[src/rtl/cache_axi_bridge_pkg.sv]
// Shared types and width helpers for the cache-to-AXI bridge.
// Holds the read/write FSM state encodings and the read-owner encoding.
package cache_axi_bridge_pkg;

  typedef enum logic [1:0] {
    R_IDLE = 2'd0,
    R_ADDR = 2'd1,
    R_DATA = 2'd2
  } rd_state_e;

  typedef enum logic [1:0] {
    W_IDLE = 2'd0,
    W_ADDR = 2'd1,
    W_DATA = 2'd2,
    W_RESP = 2'd3
  } wr_state_e;

  typedef enum logic {
    OWN_I = 1'b0,
    OWN_D = 1'b1
  } owner_e;

  // Byte-offset bits inside one cache line.
  function automatic int line_off_w(input int words, input int data_w);
    return $clog2(words * data_w / 8);
  endfunction

  function automatic int beat_cnt_w(input int iwords, input int dwords);
    return $clog2((iwords > dwords) ? iwords : dwords);
  endfunction

endpackage

[src/rtl/cache_axi_bridge_if.sv]
// Simplified AXI master port between the bridge and the AXI protocol converter.
// The bridge uses the master view; the converter (or a bench) uses the slave view.
interface cache_axi_bridge_if #(
  parameter int ADDR_W = 32,
  parameter int DATA_W = 32
);

  logic              arvalid;
  logic              arready;
  logic [ADDR_W-1:0] araddr;
  logic [7:0]        arlen;
  logic              rvalid;
  logic              rlast;
  logic [DATA_W-1:0] rdata;
  logic              rready;

  logic                awvalid;
  logic                awready;
  logic [ADDR_W-1:0]   awaddr;
  logic [7:0]          awlen;
  logic                wvalid;
  logic                wready;
  logic [DATA_W-1:0]   wdata;
  logic [DATA_W/8-1:0] wstrb;
  logic                wlast;
  logic                bvalid;

  modport master (
    output arvalid, araddr, arlen, rready,
    output awvalid, awaddr, awlen, wvalid, wdata, wstrb, wlast,
    input  arready, rvalid, rlast, rdata,
    input  awready, wready, bvalid
  );

  modport slave (
    input  arvalid, araddr, arlen, rready,
    input  awvalid, awaddr, awlen, wvalid, wdata, wstrb, wlast,
    output arready, rvalid, rlast, rdata,
    output awready, wready, bvalid
  );

endinterface

[src/rtl/cache_axi_bridge_axi_line_writer.sv]
// AXI write engine: captures one line writeback or single-word write and
// plays it out as an INCR burst, then waits for the write response.
module axi_line_writer
  import cache_axi_bridge_pkg::*;
#(
  parameter int ADDR_W      = 32,
  parameter int DATA_W      = 32,
  parameter int DLINE_WORDS = 8,
  parameter int BCW         = 3
) (
  input  logic                          clk,
  input  logic                          rst,
  input  logic                          i_wreq,
  input  logic                          i_wline,
  input  logic [ADDR_W-1:0]             i_waddr,
  input  logic [DLINE_WORDS*DATA_W-1:0] i_wdata,
  input  logic [DATA_W/8-1:0]           i_wstrb,
  output logic                          o_busy,
  output logic [ADDR_W-1:0]             o_waddr,
  output logic                          o_bvalid,
  output logic                          o_awvalid,
  input  logic                          i_awready,
  output logic [ADDR_W-1:0]             o_awaddr,
  output logic [7:0]                    o_awlen,
  output logic                          o_wvalid,
  input  logic                          i_wready,
  output logic [DATA_W-1:0]             o_wdata,
  output logic [DATA_W/8-1:0]           o_wstrb,
  output logic                          o_wlast,
  input  logic                          i_bvalid
);

  localparam int DOFF = line_off_w(DLINE_WORDS, DATA_W);
  localparam int WOFF = $clog2(DATA_W / 8);
  localparam logic [ADDR_W-1:0] LMASK = ~((ADDR_W'(1) << DOFF) - ADDR_W'(1));
  localparam logic [ADDR_W-1:0] WMASK = ~((ADDR_W'(1) << WOFF) - ADDR_W'(1));

  wr_state_e                   r_wstate;
  logic [ADDR_W-1:0]           r_waddr;
  logic                        r_wline;
  logic [DATA_W/8-1:0]         r_wstrb;
  logic [DLINE_WORDS*DATA_W-1:0] r_wbuf;
  logic [BCW-1:0]              r_wcnt;
  logic                        r_bvalid;

  logic [7:0] w_awlen;
  logic       w_wlast;

  assign w_awlen = r_wline ? 8'(DLINE_WORDS - 1) : 8'd0;
  assign w_wlast = (8'(r_wcnt) == w_awlen);

  always_ff @(posedge clk) begin
    if (rst) begin
      r_wstate <= W_IDLE;
      r_waddr  <= '0;
      r_wline  <= 1'b0;
      r_wstrb  <= '0;
      r_wbuf   <= '0;
      r_wcnt   <= '0;
      r_bvalid <= 1'b0;
    end else begin
      r_bvalid <= 1'b0;
      case (r_wstate)
        W_IDLE: begin
          if (i_wreq) begin
            // Line writebacks go out line-aligned, single words word-aligned.
            r_waddr  <= i_waddr & (i_wline ? LMASK : WMASK);
            r_wline  <= i_wline;
            r_wstrb  <= i_wline ? '1 : i_wstrb;
            r_wbuf   <= i_wdata;
            r_wcnt   <= '0;
            r_wstate <= W_ADDR;
          end
        end
        W_ADDR: begin
          if (i_awready) r_wstate <= W_DATA;
        end
        W_DATA: begin
          if (i_wready) begin
            if (w_wlast) r_wstate <= W_RESP;
            else         r_wcnt   <= r_wcnt + 1'b1;
          end
        end
        W_RESP: begin
          if (i_bvalid) begin
            r_bvalid <= 1'b1;
            r_wstate <= W_IDLE;
          end
        end
        default: r_wstate <= W_IDLE;
      endcase
    end
  end

  assign o_busy    = (r_wstate != W_IDLE);
  assign o_waddr   = r_waddr;
  assign o_bvalid  = r_bvalid;
  assign o_awvalid = (r_wstate == W_ADDR);
  assign o_awaddr  = r_waddr;
  assign o_awlen   = w_awlen;
  assign o_wvalid  = (r_wstate == W_DATA);
  assign o_wdata   = r_wbuf[r_wcnt*DATA_W +: DATA_W];
  assign o_wstrb   = r_wstrb;
  assign o_wlast   = w_wlast;

endmodule

[src/rtl/cache_axi_bridge.sv]
// Bridge between the L1 I/D caches and one AXI master port: refill read
// arbitration (DCache first), write engine, and read-after-write line hazard.
module cache_axi_bridge
  import cache_axi_bridge_pkg::*;
#(
  parameter int ADDR_W      = 32,
  parameter int DATA_W      = 32,
  parameter int ILINE_WORDS = 8,
  parameter int DLINE_WORDS = 8
) (
  input  logic                          clk,
  input  logic                          rst,
  input  logic                          inst_req_i,
  input  logic [ADDR_W-1:0]             inst_addr_i,
  output logic                          inst_rvalid_o,
  output logic [ILINE_WORDS*DATA_W-1:0] inst_rline_o,
  input  logic                          data_rreq_i,
  input  logic                          data_rline_i,
  input  logic [ADDR_W-1:0]             data_raddr_i,
  output logic                          data_rvalid_o,
  output logic [DATA_W-1:0]             data_rdata_o,
  output logic                          data_rlast_o,
  input  logic                          data_wreq_i,
  input  logic                          data_wline_i,
  input  logic [ADDR_W-1:0]             data_waddr_i,
  input  logic [DLINE_WORDS*DATA_W-1:0] data_wdata_i,
  input  logic [DATA_W/8-1:0]           data_wstrb_i,
  output logic                          data_bvalid_o,
  output logic                          data_stall_o,
  cache_axi_bridge_if.master            axi
);

  localparam int IOFF = line_off_w(ILINE_WORDS, DATA_W);
  localparam int DOFF = line_off_w(DLINE_WORDS, DATA_W);
  localparam int WOFF = $clog2(DATA_W / 8);
  localparam int BCW  = beat_cnt_w(ILINE_WORDS, DLINE_WORDS);
  localparam logic [ADDR_W-1:0] IMASK = ~((ADDR_W'(1) << IOFF) - ADDR_W'(1));
  localparam logic [ADDR_W-1:0] DMASK = ~((ADDR_W'(1) << DOFF) - ADDR_W'(1));
  localparam logic [ADDR_W-1:0] WMASK = ~((ADDR_W'(1) << WOFF) - ADDR_W'(1));

  rd_state_e                     r_rstate;
  owner_e                        r_owner;
  logic [BCW-1:0]                r_beat_cnt;
  logic [ADDR_W-1:0]             r_araddr;
  logic [7:0]                    r_arlen;
  logic [ILINE_WORDS*DATA_W-1:0] r_inst_rline;
  logic                          r_inst_rvalid;

  logic              w_wr_busy;
  logic [ADDR_W-1:0] w_wr_addr;
  logic              w_wr_accept;
  logic              w_hazard;
  logic              w_d_go;
  logic              w_i_go;

  // A write accepted this cycle is registered before the read is compared
  // against it, so a same-cycle read waits one cycle for the hazard check.
  assign w_wr_accept = data_wreq_i & ~w_wr_busy;
  assign w_hazard    = w_wr_busy & ((data_raddr_i >> DOFF) == (w_wr_addr >> DOFF));
  assign w_d_go      = data_rreq_i & ~w_hazard & ~w_wr_accept;
  // inst_req_i is still high in the cycle inst_rvalid_o pulses.
  assign w_i_go      = inst_req_i & ~r_inst_rvalid;

  always_ff @(posedge clk) begin
    if (rst) begin
      r_rstate      <= R_IDLE;
      r_owner       <= OWN_I;
      r_beat_cnt    <= '0;
      r_araddr      <= '0;
      r_arlen       <= '0;
      r_inst_rline  <= '0;
      r_inst_rvalid <= 1'b0;
    end else begin
      r_inst_rvalid <= 1'b0;
      case (r_rstate)
        R_IDLE: begin
          r_beat_cnt <= '0;
          if (w_d_go) begin
            r_owner  <= OWN_D;
            r_araddr <= data_raddr_i & (data_rline_i ? DMASK : WMASK);
            r_arlen  <= data_rline_i ? 8'(DLINE_WORDS - 1) : 8'd0;
            r_rstate <= R_ADDR;
          end else if (w_i_go) begin
            r_owner  <= OWN_I;
            r_araddr <= inst_addr_i & IMASK;
            r_arlen  <= 8'(ILINE_WORDS - 1);
            r_rstate <= R_ADDR;
          end
        end
        R_ADDR: begin
          if (axi.arready) r_rstate <= R_DATA;
        end
        R_DATA: begin
          if (axi.rvalid) begin
            r_beat_cnt <= r_beat_cnt + 1'b1;
            if (r_owner == OWN_I) r_inst_rline[r_beat_cnt*DATA_W +: DATA_W] <= axi.rdata;
            if (axi.rlast) begin
              r_rstate      <= R_IDLE;
              r_inst_rvalid <= (r_owner == OWN_I);
            end
          end
        end
        default: r_rstate <= R_IDLE;
      endcase
    end
  end

  assign axi.arvalid = (r_rstate == R_ADDR);
  assign axi.araddr  = r_araddr;
  assign axi.arlen   = r_arlen;
  assign axi.rready  = (r_rstate == R_DATA);

  assign inst_rvalid_o = r_inst_rvalid;
  assign inst_rline_o  = r_inst_rline;

  assign data_rvalid_o = axi.rvalid & (r_owner == OWN_D) & (r_rstate == R_DATA);
  assign data_rlast_o  = data_rvalid_o & axi.rlast;
  assign data_rdata_o  = axi.rdata;
  assign data_stall_o  = (data_rreq_i & ~data_rlast_o) | (data_wreq_i & w_wr_busy);

  logic              w_awvalid;
  logic [ADDR_W-1:0] w_awaddr;
  logic [7:0]        w_awlen;
  logic              w_wvalid;
  logic [DATA_W-1:0] w_wdata;
  logic [DATA_W/8-1:0] w_wstrb;
  logic              w_wlast;

  axi_line_writer #(
    .ADDR_W      (ADDR_W),
    .DATA_W      (DATA_W),
    .DLINE_WORDS (DLINE_WORDS),
    .BCW         (BCW)
  ) u_writer (
    .clk       (clk),
    .rst       (rst),
    .i_wreq    (data_wreq_i),
    .i_wline   (data_wline_i),
    .i_waddr   (data_waddr_i),
    .i_wdata   (data_wdata_i),
    .i_wstrb   (data_wstrb_i),
    .o_busy    (w_wr_busy),
    .o_waddr   (w_wr_addr),
    .o_bvalid  (data_bvalid_o),
    .o_awvalid (w_awvalid),
    .i_awready (axi.awready),
    .o_awaddr  (w_awaddr),
    .o_awlen   (w_awlen),
    .o_wvalid  (w_wvalid),
    .i_wready  (axi.wready),
    .o_wdata   (w_wdata),
    .o_wstrb   (w_wstrb),
    .o_wlast   (w_wlast),
    .i_bvalid  (axi.bvalid)
  );

  assign axi.awvalid = w_awvalid;
  assign axi.awaddr  = w_awaddr;
  assign axi.awlen   = w_awlen;
  assign axi.wvalid  = w_wvalid;
  assign axi.wdata   = w_wdata;
  assign axi.wstrb   = w_wstrb;
  assign axi.wlast   = w_wlast;

endmodule

[src/flat_wrapper.sv]
// flat-port wrapper written by rule: the top's interface ports become plain ports
module cache_axi_bridge_flat import cache_axi_bridge_pkg::*;
#(
  parameter int ADDR_W      = 32,
  parameter int DATA_W      = 32,
  parameter int ILINE_WORDS = 8,
  parameter int DLINE_WORDS = 8
)
  (clk, rst, inst_req_i, inst_addr_i, inst_rvalid_o, inst_rline_o, data_rreq_i, data_rline_i, data_raddr_i, data_rvalid_o, data_rdata_o, data_rlast_o, data_wreq_i, data_wline_i, data_waddr_i, data_wdata_i, data_wstrb_i, data_bvalid_o, data_stall_o, axi_arvalid, axi_araddr, axi_arlen, axi_rready, axi_awvalid, axi_awaddr, axi_awlen, axi_wvalid, axi_wdata, axi_wstrb, axi_wlast, axi_arready, axi_rvalid, axi_rlast, axi_rdata, axi_awready, axi_wready, axi_bvalid);
  cache_axi_bridge_if #(.ADDR_W(ADDR_W), .DATA_W(DATA_W)) axi_i ();
  input  logic clk;
  input  logic rst;
  input  logic inst_req_i;
  input  logic [ADDR_W-1:0] inst_addr_i;
  output logic inst_rvalid_o;
  output logic [ILINE_WORDS*DATA_W-1:0] inst_rline_o;
  input  logic data_rreq_i;
  input  logic data_rline_i;
  input  logic [ADDR_W-1:0] data_raddr_i;
  output logic data_rvalid_o;
  output logic [DATA_W-1:0] data_rdata_o;
  output logic data_rlast_o;
  input  logic data_wreq_i;
  input  logic data_wline_i;
  input  logic [ADDR_W-1:0] data_waddr_i;
  input  logic [DLINE_WORDS*DATA_W-1:0] data_wdata_i;
  input  logic [DATA_W/8-1:0] data_wstrb_i;
  output logic data_bvalid_o;
  output logic data_stall_o;
  output wire logic [$bits(axi_i.arvalid)-1:0] axi_arvalid;
  output wire logic [$bits(axi_i.araddr)-1:0] axi_araddr;
  output wire logic [$bits(axi_i.arlen)-1:0] axi_arlen;
  output wire logic [$bits(axi_i.rready)-1:0] axi_rready;
  output wire logic [$bits(axi_i.awvalid)-1:0] axi_awvalid;
  output wire logic [$bits(axi_i.awaddr)-1:0] axi_awaddr;
  output wire logic [$bits(axi_i.awlen)-1:0] axi_awlen;
  output wire logic [$bits(axi_i.wvalid)-1:0] axi_wvalid;
  output wire logic [$bits(axi_i.wdata)-1:0] axi_wdata;
  output wire logic [$bits(axi_i.wstrb)-1:0] axi_wstrb;
  output wire logic [$bits(axi_i.wlast)-1:0] axi_wlast;
  input wire logic [$bits(axi_i.arready)-1:0] axi_arready;
  input wire logic [$bits(axi_i.rvalid)-1:0] axi_rvalid;
  input wire logic [$bits(axi_i.rlast)-1:0] axi_rlast;
  input wire logic [$bits(axi_i.rdata)-1:0] axi_rdata;
  input wire logic [$bits(axi_i.awready)-1:0] axi_awready;
  input wire logic [$bits(axi_i.wready)-1:0] axi_wready;
  input wire logic [$bits(axi_i.bvalid)-1:0] axi_bvalid;
  assign axi_arvalid = axi_i.arvalid;
  assign axi_araddr = axi_i.araddr;
  assign axi_arlen = axi_i.arlen;
  assign axi_rready = axi_i.rready;
  assign axi_awvalid = axi_i.awvalid;
  assign axi_awaddr = axi_i.awaddr;
  assign axi_awlen = axi_i.awlen;
  assign axi_wvalid = axi_i.wvalid;
  assign axi_wdata = axi_i.wdata;
  assign axi_wstrb = axi_i.wstrb;
  assign axi_wlast = axi_i.wlast;
  assign axi_i.arready = axi_arready;
  assign axi_i.rvalid = axi_rvalid;
  assign axi_i.rlast = axi_rlast;
  assign axi_i.rdata = axi_rdata;
  assign axi_i.awready = axi_awready;
  assign axi_i.wready = axi_wready;
  assign axi_i.bvalid = axi_bvalid;
  cache_axi_bridge #(.ADDR_W(ADDR_W), .DATA_W(DATA_W), .ILINE_WORDS(ILINE_WORDS), .DLINE_WORDS(DLINE_WORDS)) u_core (.clk(clk), .rst(rst), .inst_req_i(inst_req_i), .inst_addr_i(inst_addr_i), .inst_rvalid_o(inst_rvalid_o), .inst_rline_o(inst_rline_o), .data_rreq_i(data_rreq_i), .data_rline_i(data_rline_i), .data_raddr_i(data_raddr_i), .data_rvalid_o(data_rvalid_o), .data_rdata_o(data_rdata_o), .data_rlast_o(data_rlast_o), .data_wreq_i(data_wreq_i), .data_wline_i(data_wline_i), .data_waddr_i(data_waddr_i), .data_wdata_i(data_wdata_i), .data_wstrb_i(data_wstrb_i), .data_bvalid_o(data_bvalid_o), .data_stall_o(data_stall_o), .axi(axi_i));
endmodule
[config.mk]
export PLATFORM = sky130hd
export DESIGN_NAME = cache_axi_bridge_flat
export DESIGN_NICKNAME = d
export VERILOG_FILES = /design/src/rtl/cache_axi_bridge_pkg.sv /design/src/rtl/cache_axi_bridge_if.sv /design/src/rtl/cache_axi_bridge_axi_line_writer.sv /design/src/rtl/cache_axi_bridge.sv /design/src/flat_wrapper.sv
export SDC_FILE = /design/constraint.sdc
export NUM_CORES = 1
export LEC_CHECK = 0
export BUFFER_PORTS_ARGS = -buffer_cell sky130_fd_sc_hd__buf_2
export CORE_AREA = 2 2 314 316
export CTS_CLUSTER_DIAMETER = 100
export DETAILED_ROUTE_END_ITERATION = 6
export DIE_AREA = 0 0 316 318
export GPL_TIMING_DRIVEN = 0
export SLEW_MARGIN = 25
export SYNTH_ARGS = -nofsm -noshare
export SYNTH_HDL_FRONTEND = slang
export SYNTH_SLANG_ARGS = --single-unit
[constraint.sdc]
create_clock -name clk -period 5.3 [get_ports clk]
set_input_delay 0.53 -clock clk [delete_from_list [all_inputs] [get_ports clk]]
set_output_delay 0.53 -clock clk [all_outputs]
set_load 0.05 [all_outputs]
# == Yosys cells after proc, flatten, opt, wreduce, memory -nomap -nowiden ==
# Cells that the tools add are included.
# totals
out_inout_bits,414
in_bits,401
word_cells,106
register_bits,602
# classes
n_addsub,3
n_shift,3
n_mux,31
n_eq_ne,17
bitwise,23
reduce_logical,15
# op_table
operator,count
bitwise mux 256 bit,1
variable shift 32 x 34 -> 256 bit (first input constant),1
indexed part select 256 x 9 -> 32 bit,1
indexed part select 32 x 34 -> 256 bit,1
bitwise AND 32 bit,2
two-way mux 32 bit,2
negation 8 -> 34 bit,1
== test 27 bit,1
two-way mux 2 bit,10
two-way mux 3 bit,6
two-way mux 8 bit,2
inequality test 2 x 1 -> 1 bit (second input constant),6
one-hot mux 3 bit (2 select lines),2
bitwise AND 1 bit,10
two-way mux 5 bit,2
NOT 1 bit,10
== test 3 x 8 -> 1 bit,1
one-hot mux 2 bit (4 select lines),1
AND reduction 4 bit,2
nonzero test 2 bit,4
adder 3 x 1 -> 3 bit (second input constant),2
== test 2 bit (second input constant),3
inequality test 2 bit (second input constant),3
one-hot mux 2 bit (3 select lines),1
other kinds (11),17

# == Longest topological paths before layout ==
# Gate-level depths: netlist (run 1).
# logic_depth
depth_word,7
ltp_mapped,10
depth_no_buf,8

# == Cells and area by module ==
# From an unflattened synthesis (run 1), not the netlist that was laid out.
# unflattened
cells_unflattened,3020
hier_area_um2,24861.3
# modules_own_cells
module,n_inst,area_each_um2,cells_each,seq_area_each_um2
axi_line_writer,1,12573.3,1469,5945.7
cache_axi_bridge,1,12288.0,1551,5885.6

# == Worst setup path after synthesis (run 1) ==
# No wires, ideal clock.
# synth_path
path_kind,input to output
start,input port axi_rvalid
end,output port data_stall_o
arrival_ns,2.350
slack_ns,2.420
path_stages,4
required_ns,4.770
n_path_buf,0
path_cell_list,and2b_1 -> and3_1 -> and2_1 -> o22ai_1
# synth_via
elab_chain_cells,6
# synth_rtl
item,line,source
"start, declared",flat_wrapper.sv:42,input wire logic [$bits(axi_i.rvalid)-1:0] axi_rvalid;
bitwise AND 1 bit (2 in a row),cache_axi_bridge.sv:116,assign data_rvalid_o = axi.rvalid & (r_owner == OWN_D) & (r_rstate == R_DATA);
named net data_rvalid_o,flat_wrapper.sv:20,output logic data_rvalid_o;
bitwise AND 1 bit,cache_axi_bridge.sv:117,assign data_rlast_o = data_rvalid_o & axi.rlast;
named net data_rlast_o,flat_wrapper.sv:22,output logic data_rlast_o;
NOT 1 bit,cache_axi_bridge.sv:119,assign data_stall_o = (data_rreq_i & ~data_rlast_o) | (data_wreq_i & w_wr_busy);
bitwise AND 1 bit,cache_axi_bridge.sv:119,
bitwise OR 1 bit,cache_axi_bridge.sv:119,
"end, declared",flat_wrapper.sv:29,output logic data_stall_o;
# The timed path passes the listed nets, and every way through them passes these cells.

# == Final worst setup path (run 1) ==
# layout_path
start,register u_core.u_writer.r_wcnt[0]
end,output port axi_wdata[15]
# layout_via
elab_chain_cells,1
# layout_rtl
item,line,source
"start, declared",cache_axi_bridge_axi_line_writer.sv:43,logic [BCW-1:0] r_wcnt;
"start signal, assigned",cache_axi_bridge_axi_line_writer.sv:81,else r_wcnt <= r_wcnt + 1'b1;
indexed part select 256 x 9 -> 32 bit,cache_axi_bridge_axi_line_writer.sv:102,assign o_wdata = r_wbuf[r_wcnt*DATA_W +: DATA_W];
"end, declared",flat_wrapper.sv:38,output wire logic [$bits(axi_i.wdata)-1:0] axi_wdata;
# Every way passes these cells.

==> impl_metrics.csv, run 1 <==
group,metric,value,unit
floorplanning,core,0.09741,mm²
placed_design,place_hpwl,96.51,mm
route,wl,120.1,mm
yosys,syn_area_per_cell,8.291,µm²
yosys,synthAdderAreaFrac,0.4227,%
yosys,ys_top_cells_by_area,"dfxtp_1 50%, nand2_1 16%, a21oi_1 12%, mux4_2 6.1%, clkbuf_1 2.9%",
sta,rsz0062_at_grt,"no",
global_routing,antenna_found_initial,30,
power,p_leak,13.01,nW
sta,finClkSkew,0.01940,ns
power,internal-power,8.643,mW
clock_network,clk-insertion-delay-late,0.64,ns
route,wire_per_inst,23.66,µm
clock_network,cts_resized,0,
sta,final_max_slew_viol_count,0,
yosys,synth-edff-count,0,
yosys,netlist_instances,2856,
yosys,yosysTopAreaCell,"dfxtp_1",
placed_design,port_buffers,784,
route,viasPerCell,4.828,
yosys,synth_flop_cell,"dfxtp_1",
global_routing,grt_pass1_vias,23900,
route,drt_iter0_markers,1892,
yosys,syn_area,0.02368,mm²
placed_design,dpl_cell_area,0.02931,mm²
critical_path,critPathCaptureType,"primary output",
critical_path,path_class,"reg -> out",
flow_run,drv_cap,0,
clock_network,clock-sinks,591,
sta,period_minus_slack,4.332,ns
critical_path,required,4.77,ns
clock_network,clkTransAtPathRegs,0.07,ns
yosys,postSynth.asyncResetShare,0,%
route,vias,24500,
yosys,yosysSeqAreaShare,49.97,%
sta,worst_pin_slew,1.090,ns
sta,maxSlewHeadroom,27.32,%
power,powerDensity,425.1,mW/mm²
clock_network,cts.htree.levels,3,
yosys,synth.top_cell.area_share,49.97,%
critical_path,start_kind,"flip-flop",
yosys,ys_ff_latch,591,
layout,final_cell_mix,"984 x nand2_1, 811 x buf_2, 591 x dfxtp_1",
critical_path,cp_max_fo,10,
clock_network,clock_path_buffers,3,
placed_design,pre_cts_ws,1.661,ns
clock_network,clock-root-buffer,"clkbuf_16",
sta,final-hold-violation-count,0,
route,final_antenna_net_count,0,
global_routing,globalRoute.totalOverflow,0,
critical_path,cp.arrival,3.80,ns
route,drc,0,
floorplanning,die_h,318,µm
sta,finalCritPeriodShare,81.73,%
sta,setup_ws,0.9684,ns
power,power_switching,4.807,mW
floorplanning,dieArea,0.1005,mm²
yosys,yosys_warnings,0,
route,firstDrtPassIters,6,
global_routing,grt_max_degree,14,
placed_design,gp_congestion,0.9213,
layout,drive_above_1_share,29.19,%
sta,setup_viol,0,
floorplanning,start_util,24.31,%
layout,finalNetCount,4134,
power,p_seq_share,38.8,%
yosys,synth.area.mux_share,7.651,%
sta,fmax,0.2309,GHz
hold_path,hp-class,"in -> reg",
sta,tns,0,ns
layout,fin_cells,5074,
global_routing,grt_first_pass_wirelength,166.2,mm
placed_design,dp.cells,4941,
floorplanning,io_pins,815,
power,ir_drop,0.1968,mV
power,clkPwrFrac,36.1,%
layout,final_common_cell,"nand2_1",
outcome,outcome,"finished, final reports clean",
power,p_total,13.45,mW
floorplanning,dieWidth,316,µm
yosys,synth_compound_area_share,13.35,%
yosys,yosys.cell_types.count,47,
power,combPwrFrac,25.1,%
clock_network,postCtsSetupRepairBufs,0,
clock_network,cts_tree,"yes",
clock_network,cts-buffers-inserted,69,
yosys,synth-simple-area-share,21.78,%
layout,syn_to_final_growth,33.61,%
yosys,synth_top_family_by_area,"simple AND/OR/NAND/NOR gates",
power,netSwitchingFraction,35.74,%
floorplanning,num_rows,115,
global_routing,grtUsageTotal,22.94,%
yosys,synth_xor_area_share,0.9987,%
layout,finalInstanceArea,0.03164,mm²
layout,finish.utilization,32.48,%
sta,hold_slack,0.1246,ns
clock_network,ctsHoldBuffers,0,
[power by group through the flow]
stage,registers (mW),clock network [mW],logic [mW]
2_1_floorplan,5.51,0,1.79
3_3_place_gp,5.28,0,3.35
3_5_place_dp,5.30,0,3.37
4_1_cts,5.21,4.93,3.39
5_1_grt,5.26,5.13,3.60
6_report,5.22,4.86,3.38
[cells in the mapped netlist (2+ instances only)]
cell type	n
a21oi_1	552
a221o_1	27
a221oi_1	2
a22oi_1	4
and2_0	2
and2_1	3
and3_1	5
buf_1	15
buf_2	25
buf_4	53
buf_6	4
clkbuf_1	182
clkbuf_2	5
dfxtp_1	591
ha_1	8
inv_1	12
mux2_2	32
mux4_2	64
nand2_1	984
nand2b_1	5
nand3_1	118
nand4_1	9
nor2_1	26
nor2b_1	32
nor3_1	13
nor3b_1	31
nor4_2	2
o21ai_0	4
o22ai_1	2
xnor2_1	27
[critical path, stage by stage (launching register included)]
cell and delay (ns):
dfxtp_1 0.33, clkbuf_1 0.27, buf_2 0.46, clkbuf_1 0.63, buf_2 0.47, mux4_2 0.46, mux2_2 0.31, buf_2 0.21
[registers in the layout, summed over array words and instances (netlist names)]
name and count:
u_core.axi.araddr 30, u_core.axi.arlen 1, u_core.inst_rline_o 256, u_core.inst_rvalid_o 1
u_core.r_beat_cnt 3, u_core.r_owner 1, u_core.r_rstate 2, u_core.u_writer.o_awaddr 30
u_core.u_writer.o_bvalid 1, u_core.u_writer.o_wstrb 4, u_core.u_writer.r_wbuf 256, u_core.u_writer.r_wcnt 3
u_core.u_writer.r_wline 1, u_core.u_writer.r_wstate 2
[routing by layer]
layer | wire, µm | vias up | track usage, % | part of all wire (%)
li1 | - | 11260 | - | -
met1 | 44940 | 11710 | 25.58 | 37
met2 | 57520 | 1248 | 39.51 | 48
met3 | 11100 | 261 | 6.541 | 9.2
met4 | 6410 | 14 | 11.70 | 5.3
met5 | 91 | - | 0 | 0.076
[cell families after synthesis]
group	count (synthesis)
AO/OA/AOI/OAI	597
multiplexers	97
adder cells (fa/ha/maj)	8
flip-flops	591
buffers and inverters	296
other	1
AND/OR/NAND/NOR	1239
XOR/XNOR	27
[area by class of cell]
cell class	instances	area [µm²]
Fill cell	10470	65770
Tap cell	1287	1610
Clock buffer	93	1968
Antenna cell	12	30.03
Buffer	284	1349
Timing Repair Buffer	785	3951
Sequential cell	591	11830
Inverter	12	45.04
Clock inverter	28	329.1
Multi-Input combinational cell	1982	10520
[final timing paths]
kind / endpoint / slack, ns / cells past startpoint / start
setup / recovery: axi_wdata[15] / 0.97 / 7 / u_core.u_writer.r_wcnt[0]$_SDFFE_PP0P_
hold reg to reg: u_core.inst_rline_o[92]$_SDFFE_PP0P_ / 0.45 / 2 / u_core.inst_rline_o[92]$_SDFFE_PP0P_
hold / removal: u_core.axi.araddr[26]$_SDFFE_PP0P_ / 0.12 / 2 / inst_addr_i[26]
setup reg to reg: u_core.inst_rline_o[20]$_SDFFE_PP0P_ / 1.94 / 9 / u_core.r_beat_cnt[0]$_SDFFE_PP0P_
No activity file was read; power rests on OpenSTA's default activity.
==> run 2, diff against run 1 <==
- ABC_AREA: not set -> 1
- CORE_AREA: 2 2 314 316 -> 2 2 321 323
- DIE_AREA: 0 0 316 318 -> 0 0 323 325
- clock period: 5.3 -> 3.8 ns (I/O delays scaled with it)
==> impl_metrics.csv, run 2 <==
group,metric,value,unit
route,vias,28010,
critical_path,cp_max_fo,10,
yosys,syn_area,0.02427,mm²
sta,period_minus_slack,3.737,ns
yosys,netlist_instances,3396,
power,p_seq_share,38.2,%
route,drc,0,
yosys,synth_xor_area_share,0.3248,%
power,combPwrFrac,28.8,%
yosys,yosysTopAreaCell,"dfxtp_1",
clock_network,clk-insertion-delay-late,0.64,ns
sta,worst_pin_slew,1.060,ns
sta,final-hold-violation-count,0,
yosys,synth-simple-area-share,22.12,%
yosys,synth_top_family_by_area,"simple AND/OR/NAND/NOR gates",
floorplanning,dieArea,0.1050,mm²
floorplanning,core,0.1013,mm²
critical_path,cp.arrival,3.36,ns
power,ir_drop,0.2829,mV
layout,final_cell_mix,"1034 x nor2_1, 812 x buf_2, 610 x o21ai_0",
clock_network,cts-buffers-inserted,71,
global_routing,grt_first_pass_wirelength,185.7,mm
layout,syn_to_final_growth,37.96,%
yosys,synth-edff-count,0,
critical_path,required,3.42,ns
clock_network,cts.htree.levels,3,
critical_path,path_class,"reg -> out",
placed_design,gp_congestion,1.007,
floorplanning,start_util,23.96,%
power,clkPwrFrac,33.0,%
flow_run,drv_cap,0,
yosys,synthTopCellsByCount,"1034 x nor2_1, 610 x o21ai_0, 591 x dfxtp_1",
yosys,synth.area.mux_share,0,%
route,wire_per_inst,23.02,µm
clock_network,cts_tree,"yes",
sta,finClkSkew,0.02083,ns
layout,fin_cells,5817,
sta,rsz0062_at_grt,"no",
floorplanning,die_h,325,µm
floorplanning,num_rows,117,
sta,finalCritPeriodShare,98.35,%
placed_design,dp.cells,5568,
yosys,postSynth.asyncResetShare,0,%
route,wl,133.9,mm
sta,final_max_slew_viol_count,0,
yosys,synth_flop_cell,"dfxtp_1",
global_routing,antenna_found_initial,40,
yosys,yosys_warnings,0,
clock_network,clock-root-buffer,"clkbuf_16",
sta,maxSlewHeadroom,29.33,%
yosys,synth.top_cell.area_share,48.75,%
route,viasPerCell,4.815,
critical_path,start_kind,"flip-flop",
placed_design,place_hpwl,107.6,mm
floorplanning,dieWidth,323,µm
yosys,yosysSeqAreaShare,48.75,%
floorplanning,io_pins,815,
power,internal-power,12.72,mW
clock_network,clock-sinks,591,
power,powerDensity,616.4,mW/mm²
outcome,outcome,"finished, final reports clean",
yosys,syn_area_per_cell,7.146,µm²
yosys,yosys.cell_types.count,32,
global_routing,grt_pass1_vias,26300,
power,p_leak,15.68,nW
power,netSwitchingFraction,38.35,%
yosys,synth_compound_area_share,20.15,%
sta,tns,0,ns
global_routing,grtUsageTotal,24.39,%
layout,drive_above_1_share,22.67,%
route,firstDrtPassIters,5,
power,power_switching,7.915,mW
yosys,ys_ff_latch,591,
clock_network,postCtsSetupRepairBufs,0,
layout,finalNetCount,4796,
sta,setup_viol,0,
hold_path,hp-class,"in -> reg",
sta,fmax,0.2676,GHz
yosys,yosysMostFrequentCell,"nor2_1",
global_routing,grt_max_degree,13,
placed_design,port_buffers,791,
yosys,ys_top_cells_by_area,"dfxtp_1 49%, nor2_1 16%, o21ai_0 13%, a21oi_1 4.7%, clkbuf_1 3.3%",
critical_path,rrSetupSlack,0.31,ns
yosys,synthAdderAreaFrac,0.4125,%
route,drt_iter0_markers,2864,
layout,final_common_cell,"nor2_1",
clock_network,clock_path_buffers,3,
global_routing,globalRoute.totalOverflow,0,
clock_network,clkTransAtPathRegs,0.05,ns
route,final_antenna_net_count,0,
critical_path,critPathCaptureType,"primary output",
[run 2: changes by cell type after synthesis, sizes merged, moves of 45 or more]
cell,delta
a21oi,-326
inv,+148
mux4,-64
nand2,-787
nand3,-45
nor2,+1012
nor3,+45
o21ai,+634
[run 2: worst paths after layout]
path,start,endpoint,cells past startpoint
max,u_core.u_writer.r_wcnt[0]$_SDFFE_PP0P_,axi_wdata[31],8
min,axi_rlast,u_core.inst_rvalid_o$_SDFF_PP0_,3
max reg2reg,u_core.r_beat_cnt[0]$_SDFFE_PP0P_,u_core.inst_rline_o[146]$_SDFFE_PP0P_,11
min reg2reg,u_core.r_beat_cnt[2]$_SDFFE_PP0P_,u_core.r_beat_cnt[2]$_SDFFE_PP0P_,1
[run 2: per-layer routing]
metal	track usage [%]	part of all wire, %	up-vias
li1	-	-	13050
met1	30.47	41	13170
met2	39.15	45	1465
met3	6.942	9.6	286
met4	10.13	4.3	34
met5	0	0.16	-
[run 2: cell families after synthesis]
kind of cell,Yosys count
simple gates,1371
compound gates,950
flops,591
buf+inv,466
xor+xnor,9
fa+ha+maj,8
other cells,1
[run 2: critical path: stages (launching register included)]
cell and delay, ns:
dfxtp_1 0.43, inv_1 0.22, buf_2 0.29, clkbuf_1 0.48, nor2_1 0.09, o22ai_1 0.38
nor2_1 0.14, a31oi_1 0.31, buf_2 0.36
[run 2: power groups by stage]
stage | sequential, mW | combinational, mW | clock [mW]
after detailed placement | 7.97 | 5.75 | 0
after global placement | 7.96 | 5.70 | 0
after global routing | 7.96 | 6.41 | 7.12
after CTS | 7.85 | 5.88 | 6.89
after floorplan | 8.31 | 3.20 | 0
final | 7.88 | 5.95 | 6.82
[run 2: metrics by stage]
| step | setup WS, ns | cell area (µm²) | hold slack [ns] | utilization [%] | total power, mW |
|---|---|---|---|---|---|
| global placement | 0.03012 | 29990 | 0.4249 | 29.60 | 13.66 |
| floorplan | 0.8041 | 24320 | 0.4124 | - | 11.51 |
| detailed placement | 0.02810 | 30000 | 0.4395 | 29.61 | 13.72 |
| global route | 0.01849 | 33470 | 0.02947 | 33.04 | 21.49 |
| CTS | 0.07069 | 33430 | 0.00004002 | 33.00 | 20.62 |
| finish | 0.06267 | 33480 | 0.04157 | 33.05 | 20.64 |
[run 2: final cells by class]
class | instances | area (µm²)
fill | 11200 | 67820
sequential | 591 | 11830
multi-input combinational | 2352 | 10500
timing repair buffer | 905 | 5105
clock buffer | 101 | 2029
tap | 1368 | 1712
buffer | 306 | 1424
inverter | 160 | 600.6
clock inverter | 18 | 244.0
antenna | 16 | 40.04
[run 2: timing repair]
action | 4_1_cts | 5_1_grt
hold endpoints to repair | 114 | 0
hold buffers | 114 | 0
endpoints found under the setup margin | 25 | 7
resized for setup | 12 | 3
